**src/rtl/dco_trim_controller.sv**
```systemverilog
// dco_trim_controller
//   Frequency-locking loop for the 13-stage trimmable ring oscillator. Runs on
//   the oscillator's own clock, counts oscillator cycles per period of an
//   asynchronous reference, and steps a 0..26 trim code one unit per reference
//   period until the count matches `div`. Drives a 26-bit thermometer trim.
//
//   Ports:
//     clock   in   oscillator output clock, all flops on posedge
//     resetb  in   asynchronous active-low reset
//     enable  in   loop enable (synchronous to clock)
//     osc     in   reference clock (asynchronous to clock)
//     div     in   target oscillator cycles per reference period (quasi-static)
//     trim    out  thermometer trim, bit k set for k < tval
//     tval    out  current trim code 0..26
//     lock    out  frequency locked (LOCK_CNT consecutive in-band results)
module dco_trim_controller #(
    parameter int DIV_W     = 7,
    parameter int CNT_W     = 8,
    parameter int TRIM_INIT = 13,
    parameter int DEADBAND  = 0,
    parameter int LOCK_CNT  = 4
) (
    input  logic             clock,
    input  logic             resetb,
    input  logic             enable,
    input  logic             osc,
    input  logic [DIV_W-1:0] div,
    output logic [25:0]      trim,
    output logic [4:0]       tval,
    output logic             lock
);

    localparam int LK_W = $clog2(LOCK_CNT + 1);
    localparam logic [LK_W-1:0]      LK_MAX   = LK_W'(LOCK_CNT);
    localparam logic [LK_W-1:0]      LK_ONE   = LK_W'(1);
    localparam logic [4:0]           TVAL_MAX = 5'd26;
    localparam logic [4:0]           TVAL_RST = 5'(TRIM_INIT);
    // One extra bit so TRIM_INIT = 26 still yields all-ones after the subtract.
    localparam logic [26:0]          TRIM_RST = (27'd1 << TRIM_INIT) - 27'd1;
    localparam logic signed [CNT_W:0] DB_POS  = (CNT_W+1)'(DEADBAND);
    localparam logic signed [CNT_W:0] DB_NEG  = -DB_POS;

    logic             s1_q, s2_q, s3_q;
    logic             s1_d, s2_d, s3_d;
    logic [CNT_W-1:0] cnt_q, cnt_d;
    logic [CNT_W-1:0] meas_q, meas_d;
    logic             valid_q, valid_d;
    logic             upd_q, upd_d;
    logic [4:0]       tval_q, tval_d;
    logic [LK_W-1:0]  lk_q, lk_d;
    logic             lock_q, lock_d;
    logic [25:0]      trim_q, trim_d;

    logic                    ref_edge;
    logic signed [CNT_W:0]   diff;

    always_comb begin
        s1_d     = osc;
        s2_d     = s1_q;
        s3_d     = s2_q;
        ref_edge = s2_q & ~s3_q;

        cnt_d   = cnt_q;
        meas_d  = meas_q;
        valid_d = valid_q;
        upd_d   = 1'b0;

        if (!enable) begin
            cnt_d   = '0;
            valid_d = 1'b0;
        end else if (ref_edge) begin
            meas_d  = cnt_q;
            cnt_d   = {{(CNT_W-1){1'b0}}, 1'b1};
            valid_d = 1'b1;
            // The first edge after (re)start only arms the loop.
            upd_d   = valid_q;
        end else if (!(&cnt_q)) begin
            cnt_d = cnt_q + {{(CNT_W-1){1'b0}}, 1'b1};
        end

        diff = $signed({1'b0, meas_q}) - $signed({{(CNT_W+1-DIV_W){1'b0}}, div});

        tval_d = tval_q;
        lk_d   = lk_q;
        if (!enable || (div == '0)) begin
            lk_d = '0;
        end else if (upd_q) begin
            if (diff > DB_POS) begin
                // Too many oscillator cycles: slow it down with more trim.
                lk_d = '0;
                if (tval_q != TVAL_MAX) tval_d = tval_q + 5'd1;
            end else if (diff < DB_NEG) begin
                lk_d = '0;
                if (tval_q != 5'd0) tval_d = tval_q - 5'd1;
            end else if (lk_q != LK_MAX) begin
                lk_d = lk_q + LK_ONE;
            end
        end
        // Registered from lk_d so lock moves in the same cycle as tval.
        lock_d = (lk_d == LK_MAX);

        trim_d = '0;
        for (int k = 0; k < 26; k++) begin
            trim_d[k] = (5'(k) < tval_q);
        end
    end

    always_ff @(posedge clock or negedge resetb) begin
        if (!resetb) begin
            s1_q    <= 1'b0;
            s2_q    <= 1'b0;
            s3_q    <= 1'b0;
            cnt_q   <= '0;
            meas_q  <= '0;
            valid_q <= 1'b0;
            upd_q   <= 1'b0;
            tval_q  <= TVAL_RST;
            lk_q    <= '0;
            lock_q  <= 1'b0;
            trim_q  <= TRIM_RST[25:0];
        end else begin
            s1_q    <= s1_d;
            s2_q    <= s2_d;
            s3_q    <= s3_d;
            cnt_q   <= cnt_d;
            meas_q  <= meas_d;
            valid_q <= valid_d;
            upd_q   <= upd_d;
            tval_q  <= tval_d;
            lk_q    <= lk_d;
            lock_q  <= lock_d;
            trim_q  <= trim_d;
        end
    end

    assign trim = trim_q;
    assign tval = tval_q;
    assign lock = lock_q;

endmodule
```
**config.mk**
```make
export PLATFORM = sky130hd
export DESIGN_NAME = dco_trim_controller
export DESIGN_NICKNAME = d
export VERILOG_FILES = /design/src/rtl/dco_trim_controller.sv
export SDC_FILE = /design/constraint.sdc
export NUM_CORES = 1
export LEC_CHECK = 0
export BUFFER_PORTS_ARGS = -buffer_cell sky130_fd_sc_hd__buf_4
export CAP_MARGIN = 20
export CORE_MARGIN = 1
export CORE_UTILIZATION = 41
export CTS_BUF_LIST = sky130_fd_sc_hd__clkbuf_16
export DETAILED_ROUTE_END_ITERATION = 16
export GPL_TIMING_DRIVEN = 0
export PLACE_DENSITY = 0.73
export SLEW_MARGIN = 10
export SYNTH_ARGS = -nofsm -noshare
export SYNTH_HDL_FRONTEND = slang
export SYNTH_SLANG_ARGS = --single-unit
```
**constraint.sdc**
```tcl
create_clock -name clock -period 3.4 [get_ports clock]
set_input_delay 0.34 -clock clock [delete_from_list [all_inputs] [get_ports clock]]
set_output_delay 0.34 -clock clock [all_outputs]
set_load 0.005 [all_outputs]
```
==> out/qor.csv <==
stage,metric,value,unit
synth,synth_ff_type,dfrtp_1,
worst_setup_path,path_class,register to register,
die,start_util,0.434,
die,rows,29,
outcome,violations,DRC,
detailed_routing,drtPass1Iterations,12,
synth,synth_top_area_cell,dfrtp_1,
worst_setup_path,worstPathRequired,3620,ps
worst_setup_path,crit_buf_inv,1,
sta,fin_crit_sh,0.824,
layout,finalInstanceArea,0.00338,sq mm
worst_setup_path,critPathArrivalTime,3030,ps
layout,drive_gt1_frac,0.291,
layout,area_growth,20.0,%
worst_setup_path,end_kind,register,
worst_setup_path,crit_top_cell,xnor2_2,
sta,fin_worst_skew,7.83,ps
grt,gr-usage-all-layers,0.156,
synth,synth_edf_count,0,
die,die-area,0.00721,sq mm
clock_tree,cts-root-buf,clkbuf_16,
clock_tree,clockBufferDepth,2,
detailed_routing,antenna_left,0,
worst_setup_path,crit_path_start_kind,register,
synth,ys_seq_elements,56,
grt,overflow,0,
synth,synth_area_leaders,"dfrtp_1 36%, dfstp_2 15%, ha_1 6.7%",
sta,maxSlewViolCount,0,
clock_tree,hold_buffers,0,
worst_setup_path,critPathTopFamily,compound AO/OA/AOI/OAI gates,
synth,syn_area_per_cell,10.7,sq um
detailed_routing,routed-via-count,2024,
sta,rsz0062_at_grt,false,
detailed_routing,route.detailed.drc,3,
placed_design,dpl.cell_count,382,
clock_tree,cts_resized,0,
pwr,total_power,1.69,mW
synth,synth_nets,290,
sta,final-hold-violation-count,0,
flow_run,max-cap-violations,0,
sta,tns,0,ps
placed_design,place_ws,498,ps
clock_tree,cts.sinks,56,
grt,grt_start_max_net_pins,57,
placed_design,place.gp.congestion,0.833,
die,die_w,84.9,um
detailed_routing,wl_per_cell,12.9,um
synth,netlist_area,0.00282,sq mm
grt,grt_antenna_before_repair,0,
pwr,p_leak,1.63,nW
clock_tree,cts_buffers,5,
clock_tree,cts_max_level,2,
synth,synth_cell_types,60,
die,die-height,84.9,um
worst_setup_path,crit_chain,inv_1 > ha_1 > fa_1 > nand2b_1 > a211oi_4 > o22ai_2 > xnor2_2 > o31ai_4 > mux2_4 > nand2_2 > xnor2_2,
pwr,irDropWorstVdd,0.227,mV
detailed_routing,totalWireLength,5040,um
synth,yosysSeqAreaShare,0.504,
synth,yosysWarnings,0,
grt,grt_pass1_vias,2016,
outcome,status,finished with violations,
placed_design,placement.io_buffers,42,
placed_design,postPlaceCellArea,0.00323,sq mm
detailed_routing,viasPerCell,5.19,
sta,fin_ws,597,ps
worst_setup_path,startpoint,meas_q[0]$_DFFE_PN0P_,
worst_setup_path,crit_slowest_cell,fa_1,
hold_path,holdCritPathClass,input pin to asynchronous set/reset pin,
worst_setup_path,r2r_start,meas_q[0]$_DFFE_PN0P_,
worst_setup_path,max_stage_delay,410,ps
layout,finish.net_count,339,
clock_tree,post_cts_buffers,0,
die,ios,43,
sta,fmax,0.357,GHz
sta,tightestPinTransition,669,ps
grt,grt_pass1_wl,8860,um
pwr,cellPowerDensity,501,mW/mm^2
layout,diodes,0,
synth,synthArstFlopShare,1.00,
synth,synth_cells,263,
die,design.core.area,0.00649,sq mm
sta,slew-limit-headroom,0.550,
sta,setup_viol,0,
clock_tree,cts.clk_slew.worst_paths,80,ps
worst_setup_path,path_max_fanout,5,
clock_tree,clk_latency,290,ps
layout,stdcell_count,390,
clock_tree,cts_tree,yes,
synth,synth_top_area_share,0.355,
placed_design,dp_hpwl,3760,um
sta,layout_min_cycle_time,2800,ps
detailed_routing,drtIter0Drc,79,
[registers in the layout, summed over array words and instances, names as in the netlist]
signal / cells
s2_q: 1
s3_q: 1
meas_q: 8
lk_q: 3
s1_q: 1
cnt_q: 8
lock: 1
valid_q: 1
trim: 26
tval: 5
upd_q: 1
[where the power goes]
part           internal [mW]  switching [mW]
clock                  0.280           0.239
combinational          0.175           0.194
sequential             0.761          0.0454
[placed cells by master, fill, tap and decap left out, types with 3 or more instances in the layout]
| master | netlist | routed |
|---|---|---|
| nand2_1 | 22 | 22 |
| inv_1 | 20 | 20 |
| and3_1 | 5 | 5 |
| nand2b_1 | 7 | 7 |
| buf_4 | 2 | 44 |
| dfrtp_1 | 40 | 40 |
| xor2_1 | 4 | 4 |
| o21bai_1 | 3 | 3 |
| dfstp_2 | 16 | 16 |
| o21ai_0 | 10 | 10 |
| nand3_1 | 11 | 11 |
| nor2b_1 | 4 | 4 |
| mux2i_1 | 3 | 3 |
| nor2_1 | 21 | 21 |
| a21oi_1 | 11 | 11 |
| ha_1 | 15 | 15 |
| clkbuf_16 | 0 | 5 |
| mux2_2 | 6 | 6 |
| nor3_1 | 4 | 4 |
| clkbuf_1 | 5 | 5 |
| xnor2_1 | 5 | 5 |
[routing by layer]
layer,up-vias,global-route usage,routed length [um]
met1,986,0.190,2340
met3,2,0.0457,157
met5,-,0,0
met4,0,0.0401,27
met2,32,0.272,2520
li1,1004,-,-
[synthesized netlist by cell type, drive strengths merged, types with 3 or more instances]
cell type,n
a211oi,3
a21oi,11
and3,5
clkbuf,5
dfrtp,40
dfstp,16
ha,15
inv,21
mux2,7
mux2i,3
nand2,23
nand2b,7
nand3,12
nor2,23
nor2b,4
nor3,5
o211ai,3
o21ai,12
o21bai,3
o31ai,3
xnor2,7
xor2,4
[final timing paths]
kind / end / slack (ps) / cells past startpoint
min in group clock: s1_q$_DFF_PN0_ / 150 / 1
setup reg to reg: tval[2]$_DFFE_PN1P_ / 600 / 11
setup / recovery: tval[2]$_DFFE_PN1P_ / 600 / 11
hold reg to reg: s2_q$_DFF_PN0_ / 360 / 0
max in group asynchronous: cnt_q[4]$_DFFE_PN0P_ / 2860 / 1
hold / removal: lk_q[1]$_DFF_PN0_ / 80 / 1
[per-stage QoR]
step           hold WS [ps]  utilization
5_1_grt                 137        0.521
6_report               75.2        0.521
2_1_floorplan          44.4            -
3_3_place_gp            335        0.497
4_1_cts                 116        0.521
3_5_place_dp            343        0.497
[cell type report]
| cell class | count | area (sq um) |
|---|---|---|
| Buffer | 7 | 33.8 |
| Sequential cell | 56 | 1420 |
| Fill cell | 589 | 3110 |
| Tap cell | 77 | 96.3 |
| Timing Repair Buffer | 42 | 315 |
| Clock buffer | 5 | 125 |
| Clock inverter | 3 | 27.5 |
| Multi-Input combinational cell | 179 | 1280 |
| Inverter | 21 | 78.8 |
[worst reg2reg max path, stage by stage, from the launching register on]
cell and delay (ps):
dfrtp_1 340, inv_1 50, ha_1 200, fa_1 410
nand2b_1 210, a211oi_4 290, o22ai_2 170, xnor2_2 180
o31ai_4 360, mux2_4 350, nand2_2 90, xnor2_2 110
[kinds of logic after synthesis]
family          Yosys count  synth area share
simple gates             92             0.166
flops                    56             0.504
compound gates           50             0.137
buf+inv                  28            0.0399
fa+ha+maj                16            0.0737
xor+xnor                 11            0.0395
mux                      10            0.0399
No activity file was read; power rests on OpenSTA's default activity.
